<file path="src/rtl/cali_pkg.sv">
// Shared constants and state encoding for the calibration RAM port-2 sequencer.
package cali_pkg;
  localparam int NUM_CH = 320;
  localparam int ADDR_W = 9;
  localparam int DATA_W = 16;
  localparam logic [DATA_W-1:0] INIT_VAL = 16'h4000;

  typedef enum logic [1:0] {
    ST_INIT   = 2'd0,
    ST_IDLE   = 2'd1,
    ST_STREAM = 2'd2,
    ST_VERIFY = 2'd3
  } state_e;
endpackage

</file>
<file path="src/rtl/cali_ch_counter.sv">
// Wrapping 0..NUM_CH-1 counter shared by the fill address and the stream channel.
// 'cur' is the value in use this cycle (zero when clr is high), so clr+en yields 1 next.
module cali_ch_counter
  import cali_pkg::*;
(
  input  logic              clk,
  input  logic              reset,
  input  logic              clr,
  input  logic              en,
  output logic [ADDR_W-1:0] cnt,
  output logic [ADDR_W-1:0] cur,
  output logic              last
);
  logic [ADDR_W-1:0] cnt_q, cnt_d;

  always_comb begin
    cur   = clr ? '0 : cnt_q;
    last  = (cur == ADDR_W'(NUM_CH - 1));
    cnt_d = cur;
    if (en) cnt_d = last ? '0 : cur + 1'b1;
  end

  always_ff @(posedge clk) begin
    if (reset) cnt_q <= '0;
    else       cnt_q <= cnt_d;
  end

  assign cnt = cnt_q;
endmodule

</file>
<file path="src/rtl/cali_ram_seq.sv">
// Port-2 sequencer: fills the calibration RAM, then pairs each sample with its coefficient.
// Optional readback verify after each fill is enabled by CALI_READBACK_CHECK_EN.
module cali_ram_seq
  import cali_pkg::*;
(
  input  logic              clk,
  input  logic              reset,
  input  logic              init_req,
  output logic              init_busy,
  input  logic              frame_start,
  input  logic              s_valid,
  input  logic [DATA_W-1:0] s_data,
  output logic              m_valid,
  output logic [DATA_W-1:0] m_data,
  output logic [DATA_W-1:0] m_coef,
  output logic [ADDR_W-1:0] m_ch,
  output logic              m_last,
  output logic              frame_err,
  output logic [15:0]       drop_cnt,
`ifdef CALI_READBACK_CHECK_EN
  output logic              init_fail,
`endif
  output logic [ADDR_W-1:0] ram_address,
  output logic              ram_chipselect,
  output logic              ram_write,
  output logic [1:0]        ram_byteenable,
  output logic [DATA_W-1:0] ram_writedata,
  output logic              ram_clken,
  input  logic [DATA_W-1:0] ram_readdata
);
`ifdef CALI_READBACK_CHECK_EN
  localparam state_e FILL_DONE = ST_VERIFY;
`else
  localparam state_e FILL_DONE = ST_IDLE;
`endif

  state_e state_q, state_d;
  logic pending_q, pending_d;
  logic m_valid_q, m_valid_d, m_last_q, m_last_d, frame_err_q, frame_err_d;
  logic [DATA_W-1:0] m_data_q, m_data_d;
  logic [ADDR_W-1:0] m_ch_q, m_ch_d;
  logic [15:0] drop_q, drop_d;
  logic ctr_clr, ctr_en, fire, drop, err;
  logic [ADDR_W-1:0] ch_cnt, ch;
  logic ch_last;
`ifdef CALI_READBACK_CHECK_EN
  logic tail_q, tail_d, chk_q, chk_d, fail_q, fail_d;
`endif

  cali_ch_counter u_ctr (
    .clk   (clk),
    .reset (reset),
    .clr   (ctr_clr),
    .en    (ctr_en),
    .cnt   (ch_cnt),
    .cur   (ch),
    .last  (ch_last)
  );

  always_ff @(posedge clk) begin
    if (reset) state_q <= ST_INIT;
    else       state_q <= state_d;
  end

  always_comb begin
    state_d   = state_q;
    pending_d = pending_q;
    ctr_clr   = 1'b0;
    ctr_en    = 1'b0;
    fire      = 1'b0;
    drop      = 1'b0;
    err       = 1'b0;
`ifdef CALI_READBACK_CHECK_EN
    tail_d    = tail_q;
`endif
    unique case (state_q)
      ST_INIT: begin
        ctr_en    = 1'b1;
        drop      = s_valid;
        err       = frame_start;
        pending_d = 1'b0;
        if (ch_last) state_d = FILL_DONE;
      end
      ST_IDLE: begin
        if (init_req) begin
          state_d = ST_INIT;
          ctr_clr = 1'b1;
          err     = frame_start;
          drop    = s_valid;
        end else if (frame_start) begin
          state_d = ST_STREAM;
          ctr_clr = 1'b1;
          fire    = s_valid;
          ctr_en  = s_valid;
        end else begin
          drop = s_valid;
        end
      end
      ST_STREAM: begin
        ctr_clr = frame_start;
        err     = frame_start && (ch_cnt != '0);
        fire    = s_valid;
        ctr_en  = s_valid;
        if (s_valid && ch_last) begin
          state_d   = (pending_q || init_req) ? ST_INIT : ST_IDLE;
          pending_d = 1'b0;
        end else if (init_req) begin
          pending_d = 1'b1;
        end
      end
      default: begin
`ifdef CALI_READBACK_CHECK_EN
        drop = s_valid;
        err  = frame_start;
        if (tail_q) begin
          state_d = ST_IDLE;
          tail_d  = 1'b0;
        end else begin
          ctr_en = 1'b1;
          if (ch_last) tail_d = 1'b1;
        end
`else
        state_d = ST_INIT;
`endif
      end
    endcase
  end

  always_comb begin
    ram_address    = ch;
    ram_byteenable = 2'b11;
    ram_writedata  = INIT_VAL;
    ram_clken      = 1'b1;
    ram_write      = (state_q == ST_INIT);
    ram_chipselect = 1'b0;
    unique case (state_q)
      ST_INIT:   ram_chipselect = 1'b1;
      ST_STREAM: ram_chipselect = fire;
      ST_IDLE:   ram_chipselect = fire;
`ifdef CALI_READBACK_CHECK_EN
      default:   ram_chipselect = !tail_q;
`else
      default:   ram_chipselect = 1'b0;
`endif
    endcase
    init_busy = (state_q == ST_INIT) || (state_q == ST_VERIFY);
  end

  always_comb begin
    m_valid_d   = fire;
    m_last_d    = fire && ch_last;
    m_data_d    = fire ? s_data : m_data_q;
    m_ch_d      = fire ? ch : m_ch_q;
    frame_err_d = err;
    drop_d      = (drop && (drop_q != 16'hFFFF)) ? drop_q + 16'd1 : drop_q;
`ifdef CALI_READBACK_CHECK_EN
    chk_d  = (state_q == ST_VERIFY) && !tail_q;
    fail_d = fail_q || (chk_q && (ram_readdata != INIT_VAL));
    // A new fill starts with a clean verdict.
    if (state_d == ST_INIT && state_q != ST_INIT) fail_d = 1'b0;
`endif
  end

  always_ff @(posedge clk) begin
    if (reset) begin
      pending_q   <= 1'b0;
      m_valid_q   <= 1'b0;
      m_last_q    <= 1'b0;
      m_data_q    <= '0;
      m_ch_q      <= '0;
      frame_err_q <= 1'b0;
      drop_q      <= '0;
`ifdef CALI_READBACK_CHECK_EN
      tail_q      <= 1'b0;
      chk_q       <= 1'b0;
      fail_q      <= 1'b0;
`endif
    end else begin
      pending_q   <= pending_d;
      m_valid_q   <= m_valid_d;
      m_last_q    <= m_last_d;
      m_data_q    <= m_data_d;
      m_ch_q      <= m_ch_d;
      frame_err_q <= frame_err_d;
      drop_q      <= drop_d;
`ifdef CALI_READBACK_CHECK_EN
      tail_q      <= tail_d;
      chk_q       <= chk_d;
      fail_q      <= fail_d;
`endif
    end
  end

  assign m_valid   = m_valid_q;
  assign m_last    = m_last_q;
  assign m_data    = m_data_q;
  assign m_ch      = m_ch_q;
  assign m_coef    = m_valid_q ? ram_readdata : '0;
  assign frame_err = frame_err_q;
  assign drop_cnt  = drop_q;
`ifdef CALI_READBACK_CHECK_EN
  assign init_fail = fail_q;
`endif
endmodule
</file>
<file path="config.mk">
export PLATFORM = sky130hd
export DESIGN_NAME = cali_ram_seq
export DESIGN_NICKNAME = d
export VERILOG_FILES = /design/src/rtl/cali_pkg.sv /design/src/rtl/cali_ch_counter.sv /design/src/rtl/cali_ram_seq.sv
export SDC_FILE = /design/constraint.sdc
export NUM_CORES = 1
export LEC_CHECK = 0
export ABC_AREA = 1
export CAP_MARGIN = 20
export CORE_MARGIN = 2
export CORE_UTILIZATION = 39
export CTS_CLUSTER_SIZE = 14
export DETAILED_ROUTE_END_ITERATION = 8
export GPL_ROUTABILITY_DRIVEN = 0
export PLACE_DENSITY = 0.88
export SYNTH_ARGS = -nofsm -noshare
export SYNTH_HDL_FRONTEND = slang
export SYNTH_SLANG_ARGS = --single-unit
</file>
<file path="constraint.sdc">
create_clock -name clk -period 2.3 [get_ports clk]
set_clock_uncertainty 0.1 [all_clocks]
set_input_delay 0.345 -clock clk [delete_from_list [all_inputs] [get_ports clk]]
set_output_delay 0.345 -clock clk [all_outputs]
set_load 0.01 [all_outputs]
</file>
After elaboration in Yosys (flattened, before gate mapping)
Cells that the tools add are included.
{ "word_totals": {"regBits": 56, "input_bits": 37, "out_inout_bits": 91, "elab_cells": 58} }
{ "op_classes": {"add_sub_neg": 2, "eq_ne": 9, "muxes": 26, "reduce_logical": 12} }
{ "op_table": {"columns": ["op", "count"], "rows": [
  ["two-way mux 9 bit", 3],
  ["adder 16 x 1 -> 16 bit, second input constant", 1],
  ["two-way mux 16 bit", 1],
  ["!= test 16 bit, second input constant", 1],
  ["two-way mux 1 bit", 10],
  ["one-hot mux 1 bit (2 select lines)", 5],
  ["adder 9 x 1 -> 9 bit, second input constant", 1],
  ["== test 9 bit, second input constant", 1],
  ["nonzero test 9 bit", 1],
  ["two-way mux 2 bit", 4],
  ["!= test 3 bit, second input constant", 2],
  ["one-hot mux 1 bit (3 select lines)", 2],
  ["one-hot mux 2 bit (3 select lines)", 1],
  ["== test 2 bit, second input constant", 2],
  ["logical AND 1 bit", 4],
  ["AND reduction 3 bit", 1],
  ["== test 2 x 1 -> 1 bit, second input constant", 1],
  ["zero test 2 bit", 1],
  ["logical OR 1 bit", 2],
  ["!= test 2 x 1 -> 1 bit, second input constant", 1],
  ["!= test 2 bit, second input constant", 1],
  ["AND reduction 2 bit", 1],
  ["nonzero test 2 bit", 1],
  ["OR reduction 2 bit", 1]
]} }

Depth between registers and ports, before layout
{ "depth": {"ltp_word": 8, "mapped_depth": 18, "ltp_nobuf": 18} }

Modules after synthesis
A second synthesis with hierarchy kept.
{ "hier_totals": {"cells_unflattened": 514, "area_unflattened_um2": 3295.7} }
{ "by_module_without_submodules": {"columns": ["module", "instances", "cells_per_inst", "area_each_um2", "seq_area_each_um2"], "rows": [
  ["cali_ram_seq", 1, 435, 2788.9, 940.9],
  ["cali_ch_counter", 1, 79, 506.7, 180.2]
]} }

Worst setup path after synthesis
OpenSTA, ideal clock, no wires.
{ "synth_timing": {"path_kind": "register to register", "from": "reg state_q[0]", "to": "reg u_ctr.cnt_q[8], in the netlist u_ctr.cnt[8]", "setup_ns": 0.122, "arrival_ns": 2.285, "required_ns": 2.078, "path_slack_ns": -0.207, "path_stages_with_launch": 18, "path_buffers": 0, "synth_period_minus_slack_ns": 2.507, "cell_sequence": "dfxtp_1 -> inv_1 -> ha_1 -> inv_1 -> nor2_2 -> nand2_4 -> inv_1 -> nor2_1 -> ha_1 -> nand2_1 -> inv_1 -> nand3_2 -> nor2_1 -> nand2_1 -> nor2_2 -> nand3_1 -> nand2_1 -> nor2_1"} }
{ "synth_via": {"elab_chain_len": 6, "word_cells_on_any_way": 10, "cone_classes": "1 x add/sub; 3 x eq/ne; 5 x mux; 1 x reduce/logical"} }
{ "synth_lines": {"columns": ["item", "line_no", "rtl"], "rows": [
  ["start, declared", "cali_ram_seq.sv:37", "state_e state_q, state_d;"],
  ["start signal, assigned", "cali_ram_seq.sv:62", "else state_q <= state_d;"],
  ["== test 2 bit or == test 2 x 1 -> 1 bit (tied branches)", "cali_ram_seq.sv:76", "unique case (state_q)"],
  ["one-hot mux 1 bit (2 select lines) *", "cali_ram_seq.sv:76", null],
  ["two-way mux 9 bit *", "cali_ch_counter.sv:17", "cur = clr ? '0 : cnt_q;"],
  ["via ram_address[1]", "cali_ram_seq.sv:23", "output logic [ADDR_W-1:0] ram_address,"],
  ["adder 9 x 1 -> 9 bit or == test 9 bit (tied branches)", "cali_ch_counter.sv:20, cali_ch_counter.sv:18", null],
  ["two-way mux 9 bit * (2 in a row)", "cali_ch_counter.sv:20", "if (en) cnt_d = last ? '0 : cur + 1'b1;"],
  ["end signal, assigned", "cali_ch_counter.sv:25", "else cnt_q <= cnt_d;"],
  ["end, declared", "cali_ch_counter.sv:14", "logic [ADDR_W-1:0] cnt_q, cnt_d;"]
]} }
Mark *: on every way through the listed nets, which the timed path passes. The rest lies on a longest branch.
A chain may end at the register's enable or synchronous reset.

Worst setup path in the final report
{ "layout_timing": {"from": "reg state_q[1]", "to": "out ram_address[1]"} }
{ "layout_via": {"elab_chain_len": 3, "word_cells_on_any_way": 4, "cone_classes": "2 x eq/ne; 2 x mux"} }
{ "layout_lines": {"columns": ["item", "line_no"], "rows": [
  ["== test 2 bit or == test 2 x 1 -> 1 bit (tied branches)", "cali_ram_seq.sv:76"],
  ["one-hot mux 1 bit (2 select lines) *", "cali_ram_seq.sv:76"],
  ["two-way mux 9 bit *", "cali_ch_counter.sv:17"],
  ["end, declared", "cali_ram_seq.sv:23"]
]} }
Mark *: on every way between the ends. The rest lies on a longest branch, timed or not.

==> results_dict.tcl <==
set metrics [dict create \
    grt_antenna_before_repair 0 \
    total_power_w 0.00185 \
    post_drt_wl_per_cell_um 13.6 \
    ys_ff_latch 56 \
    num_vias 3129 \
    hold_viol 0 \
    setup_viol 9 \
    max_freq_mhz 423 \
    cp_data_arrival_time_ns 1.92 \
    io-pin-count 128 \
    synth_mux_area_share_pct 0 \
    dieArea_um2 8390 \
    routed_wl_mm 9.10 \
    cp_slowest_cell "dfxtp_4" \
    leakage_nw 2.13 \
    grt_max_degree 33 \
    die_y_um 91.6 \
    die_w_um 91.6 \
    cts_tree "built" \
    synthXorXnorAreaFrac_pct 2.93 \
    slowest_delay_ns 0.37 \
    rows 31 \
    dpl_cell_area_um2 4290 \
    start_util_pct 40.8 \
    fin_cells 669 \
    vias_per_cell 4.68 \
    min_period_ns 2.36 \
    drive_gt1_share_pct 24.0 \
    seq_area_frac_synth_pct 37.5 \
    start_kind "register" \
    finalCritPeriodShare_pct 103 \
    end_kind "output port" \
    utilization_pct 64.8 \
    grt_usage_pct 20.5 \
    rsz0062_at_grt "yes" \
    cts_inserted_buffers 5 \
    grt_pass1_wl_mm 14.2 \
    report.final.slew_viol_count 0 \
    pre_cts_ws_ns -0.262 \
    ys_warn_count 0 \
    crit_chain "buf_6 > ha_4 > nand2_2 > nand2_2 > nand2_4 > clkinvlp_4 > buf_6 > nor2_4 > buf_4 > buf_6 > buf_4 > buf_2" \
    worst_slack_ns -0.0617 \
    max_cap_viol_count 0 \
    crit_buf_inv 7 \
    num_antenna_cells 0 \
    cts_num_sinks 56 \
    core_um2 7330 \
    synth-edff-count 0 \
    port_buffers 108 \
    syn_area_um2 2990 \
    crit_fanout 3 \
    cp_top_family "buffers and inverters" \
    clkTransAtPathRegs_ns 0.10 \
    syn_inst 419 \
    ir_drop_uv 333 \
    crit_top_cell "buf_6" \
    hold_buffers 0 \
    nNetsFinal 612 \
    avgSynthCellArea_um2 7.14 \
    syn2layout_area_growth_pct 58.7 \
    clk_path_buf_depth 2 \
    clk_latency_ns 0.31 \
    ys.flop_type "dfxtp_1" \
    dp_hpwl_mm 6.14 \
    violations "setup timing" \
    cp.required_ns 1.86 \
    first_pass_iters 4 \
    cts_max_level 2 \
    drc 0 \
    synthDistinctLibCells 37 \
    async_flop_share_pct 0 \
    postLayoutCellArea_um2 4750 \
    place_inst 639 \
    yosys.area_share.adder_pct 2.51 \
    postRouteAntennaNets 0 \
    p_per_area_nw_per_um2 390 \
    clockRootBuffer "clkbuf_8" \
    holdCritPathClass "reg -> reg" \
    grt_pass1_vias 3132 \
    drt_iter0_drc 129 \
    grt-ovfl-total 0 \
    status "finished, violations left" \
    yosys.area_share.simple_pct 31.0 \
    synth_compound_area_share_pct 11.4 \
    fill_cells 560 \
    path_class "reg -> out" \
    synth_top_family_by_area "simple AND/OR/NAND/NOR gates" \
]
## report_power, final
part	internal, W	total (W)	switching (W)	leakage, nW
clock	0.000329	0.000665	0.000336	0.0548
combinational	0.000108	0.000203	0.0000942	1.62
sequential	0.000977	0.000986	0.00000952	0.454
total	0.00141	0.00185	0.000440	2.13
## synth_stat cells (4+ instances only)
master,number,area [µm²]
a21oi_1,25,125
buf_2,5,25.0
buf_4,19,143
clkbuf_1,5,18.8
dfxtp_1,56,1120
ha_1,6,75.1
inv_1,55,206
inv_2,4,15.0
nand2_1,60,225
nand2_2,5,31.3
nand2_4,6,67.6
nand3_1,12,60.1
nand4_1,4,25.0
nor2_1,67,251
nor2_2,7,43.8
nor3_1,10,50.1
o21ai_0,35,175
xor2_1,8,70.1
## path summary, 6_finish.rpt
check	start	end	slack [ns]	depth (start not counted)
hold reg to reg	drop_cnt[9]	drop_cnt[9]	0.39	2
setup / recovery	state_q[1]	ram_address[1]	-0.06	12
setup reg to reg	state_q[1]	state_q[1]	-0.05	18
hold / removal	drop_cnt[9]	drop_cnt[9]	0.39	2
## cell type report
cell class	instances	area, µm²	share of cell area, %
Inverter	60	239	5.03
Multi-Input combinational cell	288	1690	35.6
Sequential cell	56	1130	23.7
Clock inverter	3	46.3	0.975
Tap cell	99	124	2.61
Clock buffer	5	68.8	1.45
Timing Repair Buffer	158	1450	30.6
## registers in the layout, indices dropped and copies added (netlist names), 2 cells and up
register / cells
m_data: 16
state_q: 2
drop_cnt: 16
u_ctr.cnt: 9
m_ch: 9
## cell usage in the layout (no fill, tap or decap), types with 3 or more instances in the layout
cell type / count
a21oi_1: 23
buf_2: 3
buf_4: 44
buf_6: 5
clkbuf_2: 4
clkbuf_8: 5
clkdlybuf4s50_1: 97
conb_1: 19
dfxtp_1: 53
ha_4: 4
inv_1: 49
inv_2: 6
inv_4: 4
nand2_1: 51
nand2_2: 12
nand2_4: 8
nand3_1: 11
nand3_4: 3
nand4_1: 4
nor2_1: 59
nor2_2: 10
nor2_4: 6
nor3_1: 8
nor3_2: 4
o21ai_0: 35
xor2_1: 8
## cell families after synthesis
family	count (synthesis)
AOI/OAI and AO/OA	66
xor gates and xnor gates	10
adders and majority gates	6
buffers and inverters	92
DFF	56
other	2
and+or+nand+nor	187
## through the flow
stage	hold slack (ns)	setup TNS (ns)
floorplan	0.380	0
global placement	0.370	-2.10
detailed placement	0.374	-3.22
CTS	0.390	-0.0460
global route	0.437	-1.38
finish	0.385	-0.249
## worst reg2reg max path: stages, from the launching register on
cell and delay [ns]:
dfxtp_4 0.37, buf_6 0.12, ha_4 0.15, nand2_2 0.06, nand2_2 0.06, nand2_4 0.09, clkinvlp_4 0.09, buf_6 0.13
nor2_4 0.12, ha_4 0.15, nand2_2 0.05, inv_2 0.06, nand3_4 0.11, nand3b_4 0.23, nand2_4 0.10, nand3_4 0.09
nand2_2 0.08, nand2_2 0.05, nor2_2 0.07
## timing repair
| item | CTS | global route |
|---|---|---|
| buffers inserted | 15 | 8 |
| setup endpoints to repair | 19 | 21 |
| resized for setup | 54 | 32 |
| gates cloned | 0 | 0 |
| pin swaps | 14 | 16 |
## per-layer routing
layer,track usage (%),wire length (µm),up-vias
met4,5.68,208,0
met2,36.3,4580,129
met5,0,0,-
met1,23.7,3620,1411
met3,6.31,690,21
li1,-,-,1568
(Power assumes the default switching activity.)
